File: src/rtl/qspi_cmd_dispatch.sv
// qspi_cmd_dispatch
//   Command sequencer behind the QSPI slave bridge. Pops MCU bytes from the
//   bridge RX FIFO, parses OP / ADDR / LEN / payload frames, drives a byte-wide
//   memory port and pushes read/status bytes into the bridge TX FIFO.
//   Opcodes: 0x01 WRITE, 0x02 READ, 0x03 STATUS; any other opcode sets err.
// Ports
//   clk, reset                  clock, async active-low reset
//   rd_empty/rd_data/rd_en      RX FIFO (first-word-fall-through)
//   wr_full/wr_data/wr_en       TX FIFO
//   mem_addr/mem_wdata/mem_we   memory write port (mem_we one cycle after pop)
//   mem_re/mem_rdata            memory read port (rdata valid 1 cycle after re)
//   busy                        frame in progress
//   err                         sticky error, cleared by a STATUS push
module qspi_cmd_dispatch #(
  parameter int ADDR_W  = 8,
  parameter int TIMEOUT = 4096
) (
  input  logic              clk,
  input  logic              reset,
  input  logic              rd_empty,
  input  logic [7:0]        rd_data,
  output logic              rd_en,
  input  logic              wr_full,
  output logic [7:0]        wr_data,
  output logic              wr_en,
  output logic [ADDR_W-1:0] mem_addr,
  output logic [7:0]        mem_wdata,
  output logic              mem_we,
  output logic              mem_re,
  input  logic [7:0]        mem_rdata,
  output logic              busy,
  output logic              err
);

  typedef enum logic [2:0] {
    S_IDLE, S_ADDR, S_LEN, S_WDATA, S_RREQ, S_RWAIT, S_RPUSH, S_STAT
  } state_t;

  // Stall counter counts 0..TIMEOUT-1; the TIMEOUT-th stalled cycle aborts.
  localparam int TW = (TIMEOUT > 1) ? $clog2(TIMEOUT) : 1;
  localparam logic [TW-1:0] TMO_LAST = TW'((TIMEOUT > 0) ? TIMEOUT - 1 : 0);

  state_t            state_q, state_d;
  logic [ADDR_W-1:0] addr_q, addr_d;         // next address of the frame
  logic [ADDR_W-1:0] maddr_q, maddr_d;       // address presented on the port
  logic [8:0]        cnt_q, cnt_d;           // bytes remaining (1..256)
  logic [7:0]        hold_q, hold_d;
  logic [7:0]        wdata_q, wdata_d;
  logic              we_q, we_d;
  logic              err_q, err_d;
  logic              is_rd_q, is_rd_d;
  logic [TW-1:0]     tmo_q, tmo_d;

  logic rx_state, tx_state, stall, tmo_hit;

  assign rx_state = (state_q == S_IDLE) || (state_q == S_ADDR) ||
                    (state_q == S_LEN)  || (state_q == S_WDATA);
  assign tx_state = (state_q == S_RPUSH) || (state_q == S_STAT);

  // rd_en is gated by reset so nothing pops while reset is held in IDLE.
  assign rd_en     = reset && rx_state && !rd_empty;
  assign wr_en     = tx_state && !wr_full;
  assign wr_data   = (state_q == S_RPUSH) ? hold_q :
                     (state_q == S_STAT)  ? {6'b0, err_q, 1'b1} : 8'h00;
  assign mem_re    = (state_q == S_RREQ);
  assign mem_we    = we_q;
  assign mem_wdata = wdata_q;
  assign mem_addr  = maddr_q;
  assign busy      = (state_q != S_IDLE);
  assign err       = err_q;

  // IDLE never counts as stalled: waiting for an opcode is not a timeout.
  assign stall   = (rx_state && (state_q != S_IDLE) && rd_empty) ||
                   (tx_state && wr_full);
  assign tmo_hit = (TIMEOUT > 0) && stall && (tmo_q == TMO_LAST);

  always_comb begin
    state_d = state_q;
    addr_d  = addr_q;
    maddr_d = maddr_q;
    cnt_d   = cnt_q;
    hold_d  = hold_q;
    wdata_d = wdata_q;
    we_d    = 1'b0;
    err_d   = err_q;
    is_rd_d = is_rd_q;
    tmo_d   = stall ? tmo_q + 1'b1 : '0;
    case (state_q)
      S_IDLE: if (rd_en) begin
        case (rd_data)
          8'h01:   begin is_rd_d = 1'b0; state_d = S_ADDR; end
          8'h02:   begin is_rd_d = 1'b1; state_d = S_ADDR; end
          8'h03:   state_d = S_STAT;
          default: err_d = 1'b1;
        endcase
      end
      S_ADDR: if (rd_en) begin
        addr_d  = rd_data[ADDR_W-1:0];
        state_d = S_LEN;
      end
      S_LEN: if (rd_en) begin
        cnt_d = {(rd_data == 8'h00), rd_data};  // LEN=0 encodes 256
        if (is_rd_q) begin
          maddr_d = addr_q;
          state_d = S_RREQ;
        end else begin
          state_d = S_WDATA;
        end
      end
      S_WDATA: if (rd_en) begin
        we_d    = 1'b1;
        wdata_d = rd_data;
        maddr_d = addr_q;
        addr_d  = addr_q + 1'b1;
        cnt_d   = cnt_q - 9'd1;
        if (cnt_q == 9'd1) state_d = S_IDLE;
      end
      S_RREQ: begin
        addr_d  = addr_q + 1'b1;
        state_d = S_RWAIT;
      end
      S_RWAIT: begin
        hold_d  = mem_rdata;
        state_d = S_RPUSH;
      end
      S_RPUSH: if (wr_en) begin
        cnt_d   = cnt_q - 9'd1;
        maddr_d = addr_q;
        state_d = (cnt_q == 9'd1) ? S_IDLE : S_RREQ;
      end
      S_STAT: if (wr_en) begin
        err_d   = 1'b0;
        state_d = S_IDLE;
      end
      default: state_d = S_IDLE;
    endcase
    // A timeout only fires on a stalled cycle, so no pop/push is lost here.
    if (tmo_hit) begin
      err_d   = 1'b1;
      state_d = S_IDLE;
    end
  end

  always_ff @(posedge clk or negedge reset) begin
    if (!reset) begin
      state_q <= S_IDLE;
      addr_q  <= '0;
      maddr_q <= '0;
      cnt_q   <= '0;
      hold_q  <= '0;
      wdata_q <= '0;
      we_q    <= 1'b0;
      err_q   <= 1'b0;
      is_rd_q <= 1'b0;
      tmo_q   <= '0;
    end else begin
      state_q <= state_d;
      addr_q  <= addr_d;
      maddr_q <= maddr_d;
      cnt_q   <= cnt_d;
      hold_q  <= hold_d;
      wdata_q <= wdata_d;
      we_q    <= we_d;
      err_q   <= err_d;
      is_rd_q <= is_rd_d;
      tmo_q   <= tmo_d;
    end
  end

endmodule
File: config.mk
export PLATFORM = sky130hd
export DESIGN_NAME = qspi_cmd_dispatch
export DESIGN_NICKNAME = d
export VERILOG_FILES = /design/src/rtl/qspi_cmd_dispatch.sv
export SDC_FILE = /design/constraint.sdc
export NUM_CORES = 1
export LEC_CHECK = 0
export CORE_ASPECT_RATIO = 0.8
export CORE_MARGIN = 3
export CORE_UTILIZATION = 48
export DETAILED_ROUTE_END_ITERATION = 10
export HOLD_SLACK_MARGIN = 0.1
export PLACE_DENSITY = 0.82
export SYNTH_ARGS = -nofsm -noshare
export SYNTH_HDL_FRONTEND = slang
export SYNTH_SLANG_ARGS = --single-unit
export TNS_END_PERCENT = 20
File: constraint.sdc
create_clock -name clk -period 1.8 [get_ports clk]
set_clock_uncertainty 0.1 [all_clocks]
set_input_delay 0.54 -clock clk [delete_from_list [all_inputs] [get_ports clk]]
set_output_delay 0.54 -clock clk [all_outputs]
set_load 0.005 [all_outputs]
==> results of run 1 <==
[worst register-to-register path: stages (launching register included)]
cell	delay (ns)
dfrtp_1	0.43
buf_4	0.17
buf_8	0.12
buf_4	0.14
nand3b_1	0.28
nor2_2	0.19
buf_12	0.15
mux2_2	0.33
[kinds of logic (layout without fill, tap and decap cells)]
group | after synthesis | in the layout | synth area share, %
AO/OA/AOI/OAI | 78 | 78 | 15.1
flip-flops | 59 | 59 | 48.1
multiplexers | 27 | 27 | 9.83
buffers and inverters | 19 | 133 | 3.14
adder cells (fa/ha/maj) | 4 | 4 | 1.63
AND/OR/NAND/NOR | 119 | 119 | 20.1
XOR/XNOR | 7 | 7 | 2.00
[per-layer routing]
metal	vias up	wire (µm)	share of wire [%]
met2	127	4070	48
li1	1341	-	-
met1	1415	3620	43
met4	0	191	2.2
met5	-	0	0
met3	28	617	7.3
[how the worst max path moves through the flow]
stage	startpoint	end	slack, ns	cells past startpoint
2_1_floorplan	tmo_q[0]$_DFF_PN0_	state_q[2]$_DFFE_PN0P_	0.03	6
3_3_place_gp	rd_empty	rd_en	-0.69	4
3_5_place_dp	rd_empty	rd_en	-0.73	4
4_1_cts	state_q[0]$_DFFE_PN0P_	wr_data[4]	-0.27	6
5_1_grt	state_q[0]$_DFFE_PN0P_	wr_data[3]	-0.34	6
6_report	state_q[0]$_DFFE_PN0P_	wr_data[4]	-0.28	6
[cell type report]
class | count | share of cell area, %
multi-input cells | 235 | 37.7
repair buffers | 111 | 22.3
clock buffers | 13 | 3.16
inverters | 6 | 0.513
flip-flops and latches | 59 | 33.7
well taps | 81 | 2.31
clock inverters | 3 | 0.342
[sequential cells by signal (all words and copies together), names as in the netlist, 3 cells and up]
name,cells
addr_q,8
cnt_q,9
hold_q,8
mem_addr,8
mem_wdata,8
state_q,3
tmo_q,12
[per-stage QoR]
| step | setup TNS, ns | instances |
|---|---|---|
| finish | -7.28 | 508 |
| CTS | -3.74 | 505 |
| global placement | -20.43 | 483 |
| floorplan | 0 | 313 |
| detailed placement | -22.56 | 483 |
| global route | -10.23 | 508 |
[where the power goes]
| group | leakage (nW) | internal (mW) | switching, mW |
|---|---|---|---|
| clock network | 0.0812 | 0.494 | 0.491 |
| registers | 0.724 | 1.76 | 0.344 |
| logic | 1.16 | 1.47 | 1.37 |
[cells in the final DEF (no fill, tap or decap), types with 4 or more instances in the layout]
| cell | netlist | layout |
|---|---|---|
| dfrtp_1 | 59 | 58 |
| nor3_1 | 8 | 7 |
| clkdlybuf4s50_1 | 0 | 16 |
| nor2_1 | 35 | 32 |
| inv_1 | 6 | 5 |
| xnor2_1 | 4 | 4 |
| o21ai_0 | 25 | 12 |
| nand3_1 | 9 | 9 |
| a21oi_1 | 26 | 25 |
| buf_4 | 3 | 49 |
| clkbuf_8 | 0 | 9 |
| mux2_2 | 25 | 25 |
| nand2_1 | 24 | 21 |
| dlygate4sd2_1 | 0 | 21 |
| buf_6 | 1 | 14 |
| and3_1 | 7 | 5 |
| buf_2 | 5 | 7 |
| nand4_1 | 5 | 5 |
| o21ai_1 | 2 | 14 |
| nor2b_1 | 5 | 4 |
| clkbuf_1 | 4 | 4 |
| ha_1 | 4 | 4 |
| or3_1 | 5 | 4 |
| and2_4 | 0 | 4 |
[what timing repair did]
action                                  4_1_cts  5_1_grt
endpoints found under the hold margin         0        0
hold buffers                                  0        0
pin swaps                                    13        5
resized for setup                           103       28
buffers inserted                              7        3
endpoints found under the setup margin       59       57
==> impl_metrics.json, run 1 <==
{
  "outcome": "complete, but fails checks",
  "violations": "negative setup slack",
  "met1_usage_pct": 31.9,
  "total_power_mw": 5.93,
  "synth_edf_count": 0,
  "antenna_found_initial": 0,
  "ant_nets": 0,
  "pre_cts_ws_ns": -0.727,
  "fmax_mhz": 482,
  "finalHoldViolations": 0,
  "finalCoreUtilization_pct": 72.7,
  "wirelength_mm": 8.50,
  "arrival_ns": 1.44,
  "design.die.area_um2": 7390,
  "clkTransAtPathRegs_ns": 0.06,
  "final.min_clock_period_ns": 2.08,
  "drt_iter0_markers": 223,
  "seq_area_frac_synth_pct": 48.1,
  "synth.area.top_cells": "dfrtp_1, mux2_2, nor2_1, a21oi_1, o21ai_0",
  "clkLatencyLatePin_ns": 0.34,
  "register_area_um2": 1480,
  "grt_max_degree": 60,
  "io_pins": 50,
  "place_hpwl_mm": 5.57,
  "syn_avg_cell_area_um2": 9.80,
  "syn_to_final_growth_pct": 43.1,
  "synthFlopType": "dfrtp_1",
  "multi_input_area_um2": 1650,
  "critPathBufInv": 4,
  "holdPathStages": 1,
  "reg2reg_setup_slack_ns": -0.22,
  "worst_pin_slew_ns": 0.738,
  "finalHoldWorstSlack_ns": 0.398,
  "fin_area_um2": 4390,
  "portBuffers": 49,
  "ys_types": 49,
  "met3_usage_pct": 8.04,
  "hold_class": "reg -> reg",
  "start_kind": "flop",
  "reg2regPathDepth": 7,
  "ir_drop_uv": 761,
  "cap_violations": 0,
  "power_leakage_nw": 1.96,
  "globalplace.congestion": 0.950,
  "grt_pass1_vias": 2882,
  "setup_violations": 49,
  "synthArstFlopShare_pct": 100,
  "crit_fanout": 5,
  "clk_path_buf_depth": 2,
  "syn-instance-count": 313,
  "fillers": 419,
  "root_buffer": "clkbuf_8",
  "wire_per_inst_um": 16.7,
  "antenna_cells": 0,
  "synth_common_cells": "dfrtp_1, nor2_1, a21oi_1",
  "drtPass1Iterations": 5,
  "avgViaCountPerCell": 5.73,
  "synth_top_area_share_pct": 48.1,
  "crit_top_cell": "buf_6",
  "grt_pass1_wl_mm": 13.7,
  "fin_crit_sh_pct": 115,
  "die_w_um": 95.4,
  "fin_nets": 446,
  "track_usage_pct": 24.0,
  "slowest_stage": "dfrtp_1",
  "min_to": "hold_q[2]$_DFFE_PN0P_",
  "num_vias": 2911,
  "grt-ovfl-total": 0,
  "drive_gt1_share_pct": 34.7,
  "dpl-instance-area_um2": 4020,
  "syn-cell-area_um2": 3070,
  "yosysMostFrequentCell": "dfrtp_1",
  "timing.rr.start": "state_q[2]$_DFFE_PN0P_",
  "clock-sinks": 59,
  "relSlewSlack_pct": 50.8,
  "crit_type": "reg -> out",
  "worst_ep_required_time_ns": 1.16,
  "mappedNetlistNets": 337,
  "h-tree-depth": 3,
  "die_height_um": 77.5,
  "synth_top_cell_by_area": "dfrtp_1",
  "critPathCaptureType": "output port",
  "drv_slew": 0,
  "ys_seq_elements": 59,
  "r2r-end": "mem_wdata[0]$_DFFE_PN0P_",
  "numCtsBuffers": 9,
  "max_stage_delay_ns": 0.41,
  "path_delay_family": "flip-flops",
  "crit_chain": "buf_6 > inv_2 > and3_4 > buf_6 > and2_4 > buf_6",
  "grt_busiest_layer": "met2",
  "cts_tree": "done",
  "setup_ws_ns": -0.277,
  "drc": 0,
  "core_area_um2": 6040,
  "ys_warn_count": 0,
  "start_util_pct": 50.8,
  "rsz0062_at_grt": "true",
  "gr-usage-met2_pct": 36.5,
  "fp-row-count": 25,
  "powerDensity_nw_per_um2": 1350,
  "hold_start": "hold_q[2]$_DFFE_PN0P_"
}
Power figures use the tool's default switching activity.
==> inputs of run 2 (changes only) <==
--- a/config.mk
+++ b/config.mk
@@ -7,10 +7,11 @@
 export LEC_CHECK = 0
 export CORE_ASPECT_RATIO = 0.8
 export CORE_MARGIN = 3
-export CORE_UTILIZATION = 48
+export CORE_UTILIZATION = 35
 export DETAILED_ROUTE_END_ITERATION = 10
 export HOLD_SLACK_MARGIN = 0.1
-export PLACE_DENSITY = 0.82
+export PLACE_DENSITY = 0.64
+export RECOVER_POWER = 50
 export SYNTH_ARGS = -nofsm -noshare
 export SYNTH_HDL_FRONTEND = slang
 export SYNTH_SLANG_ARGS = --single-unit
==> run 2 against run 1 <==
Effect of this change: maximum frequency grew 4.7%; clock power increased by 21%; via count fell by 2.6%; the run still ends with negative setup slack left.
==> impl_metrics.json, run 2 (synthesis results as in run 1) <==
{
  "h-tree-depth": 3,
  "io_pins": 50,
  "multi_input_area_um2": 1690,
  "arrival_ns": 1.34,
  "clkLatencyLatePin_ns": 0.33,
  "register_area_um2": 1480,
  "antenna_found_initial": 0,
  "sw_frac_of_total_pct": 35.1,
  "rsz0062_at_grt": "true",
  "ant_nets": 0,
  "mostFrequentLayoutCells": "dfrtp_1, buf_4, nor2_1",
  "totalNegativeSetupSlack_ns": -4.35,
  "grt_max_degree": 60,
  "setup_ws_ns": -0.182,
  "outcome": "complete, but fails checks",
  "avgViaCountPerCell": 5.13,
  "portBuffers": 49,
  "drive_gt1_share_pct": 38.1,
  "num_vias": 2834,
  "clk_path_buf_depth": 2,
  "hold_class": "reg -> reg",
  "fin_crit_sh_pct": 110,
  "drtPass1Iterations": 5,
  "crit_fanout": 4,
  "finalHoldWorstSlack_ns": 0.405,
  "internal-power_mw": 4.28,
  "fin_cells": 552,
  "clock_power_share_pct": 18.1,
  "fillers": 727,
  "die_w_um": 111,
  "cts_tree": "done",
  "drv_slew": 0,
  "violations": "negative setup slack",
  "crit_top_cell": "buf_6",
  "worst_pin_slew_ns": 0.806,
  "timing.rr.start": "state_q[2]$_DFFE_PN0P_",
  "powerDensity_nw_per_um2": 1410,
  "total_power_mw": 6.61,
  "slowest_stage": "dfrtp_1",
  "largestRegisters": "tmo_q (12), cnt_q (9)",
  "fin_nets": 463,
  "power_leakage_nw": 2.13,
  "power_frac_comb_pct": 50.4,
  "fp-row-count": 29,
  "grt-ovfl-total": 0,
  "p_sw_mw": 2.32,
  "track_usage_pct": 16.7,
  "globalplace.congestion": 0.826,
  "setup_violations": 48,
  "start_util_pct": 37.2,
  "finalHoldViolations": 0,
  "antenna_cells": 0,
  "die_height_um": 89.7,
  "cp-startpoint": "state_q[1]$_DFFE_PN0P_",
  "final.min_clock_period_ns": 1.98,
  "path_delay_family": "flip-flops",
  "wire_per_inst_um": 15.0,
  "grt_pass1_vias": 2733,
  "drc": 0,
  "place_hpwl_mm": 5.47,
  "numCtsBuffers": 9,
  "fmax_mhz": 504,
  "cap_violations": 0,
  "core_area_um2": 8240,
  "clock-sinks": 59,
  "crit_chain": "buf_6 > buf_6 > nor3b_4 > buf_2",
  "syn_to_final_growth_pct": 53.0,
  "design.die.area_um2": 9930,
  "largest_reg_flops": 12,
  "max_stage_delay_ns": 0.42,
  "top_register": "tmo_q",
  "ir_drop_uv": 547,
  "drt_iter0_markers": 98,
  "critPathCaptureType": "output port",
  "final_common_cell": "dfrtp_1",
  "worst_ep_required_time_ns": 1.16,
  "wirelength_mm": 8.28,
  "grt_pass1_wl_mm": 13.6,
  "relSlewSlack_pct": 46.3,
  "placedCellCount": 513,
  "start_kind": "flop",
  "crit_type": "reg -> out",
  "clkTransAtPathRegs_ns": 0.06,
  "power.share.sequential_pct": 31.6,
  "root_buffer": "clkbuf_8",
  "hold_start": "hold_q[0]$_DFFE_PN0P_",
  "critPathBufInv": 3
}
run 2: power groups by stage:
stage	clock network, mW	registers [mW]	logic [mW]
floorplan	0	2.07	1.33
global placement	0	2.08	2.54
detailed placement	0	2.10	2.60
CTS	1.23	2.08	2.94
global route	1.29	2.15	3.61
finish	1.19	2.08	3.33
run 2: what timing repair did:
action	in CTS	in global routing
setup buffers	15	8
setup endpoints to repair	54	59
resized for setup	123	32
pin swaps	14	12
hold buffers	0	0
gates cloned	0	2
run 2: routing by layer:
metal | vias to the layer above | global-route usage (%) | part of all wire (%)
met4 | 0 | 4.51 | 1.4
met3 | 10 | 5.17 | 5.6
li1 | 1378 | - | -
met1 | 1367 | 23.2 | 46
met2 | 79 | 25.2 | 47
met5 | - | 0 | 0
run 2: final cells by class:
type | count | area share (%)
repair buffers | 128 | 25.1
flip-flops and latches | 59 | 31.5
inverters | 6 | 0.480
multi-input cells | 235 | 36.0
clock inverters | 5 | 1.12
well taps | 108 | 2.88
clock buffers | 11 | 3.01
run 2: stage by stage:
| stage | setup slack (ns) | util [%] | area (µm²) |
|---|---|---|---|
| after floorplan | 0.0291 | - | 3070 |
| after global placement | -0.710 | 49.4 | 4070 |
| after detailed placement | -0.686 | 49.4 | 4070 |
| after CTS | -0.198 | 54.7 | 4510 |
| after global routing | -0.275 | 57.0 | 4690 |
| final | -0.182 | 57.0 | 4690 |
run 2: path summary, 6_finish.rpt:
| kind | cells past startpoint | to | slack (ns) |
|---|---|---|---|
| worst max-delay path | 4 | mem_re | -0.18 |
| worst min-delay path | 1 | hold_q[0]$_DFFE_PN0P_ | 0.41 |
| worst max register to register | 8 | state_q[0]$_DFFE_PN0P_ | -0.17 |
| worst min register to register | 1 | hold_q[0]$_DFFE_PN0P_ | 0.41 |
| max in group asynchronous | 3 | cnt_q[1]$_DFFE_PN0P_ | 0.38 |
| min in group asynchronous | 3 | mem_addr[0]$_DFFE_PN0P_ | 0.70 |
run 2: worst reg2reg max path, cell delays in order, from the launching register on:
cell,delay (ns)
dfrtp_1,0.40
buf_6,0.14
buf_12,0.12
and2b_2,0.24
buf_4,0.12
a22oi_2,0.05
or4b_4,0.52
nand2_1,0.10
mux2i_1,0.07
==> inputs of run 3 (changes only) <==
--- a/config.mk
+++ b/config.mk
@@ -12,6 +12,7 @@
 export HOLD_SLACK_MARGIN = 0.1
 export PLACE_DENSITY = 0.64
 export RECOVER_POWER = 50
+export SLEW_MARGIN = 20
 export SYNTH_ARGS = -nofsm -noshare
 export SYNTH_HDL_FRONTEND = slang
 export SYNTH_SLANG_ARGS = --single-unit
==> results of run 3 <==
Final layout, timing and power as in run 2 (identical DEF).
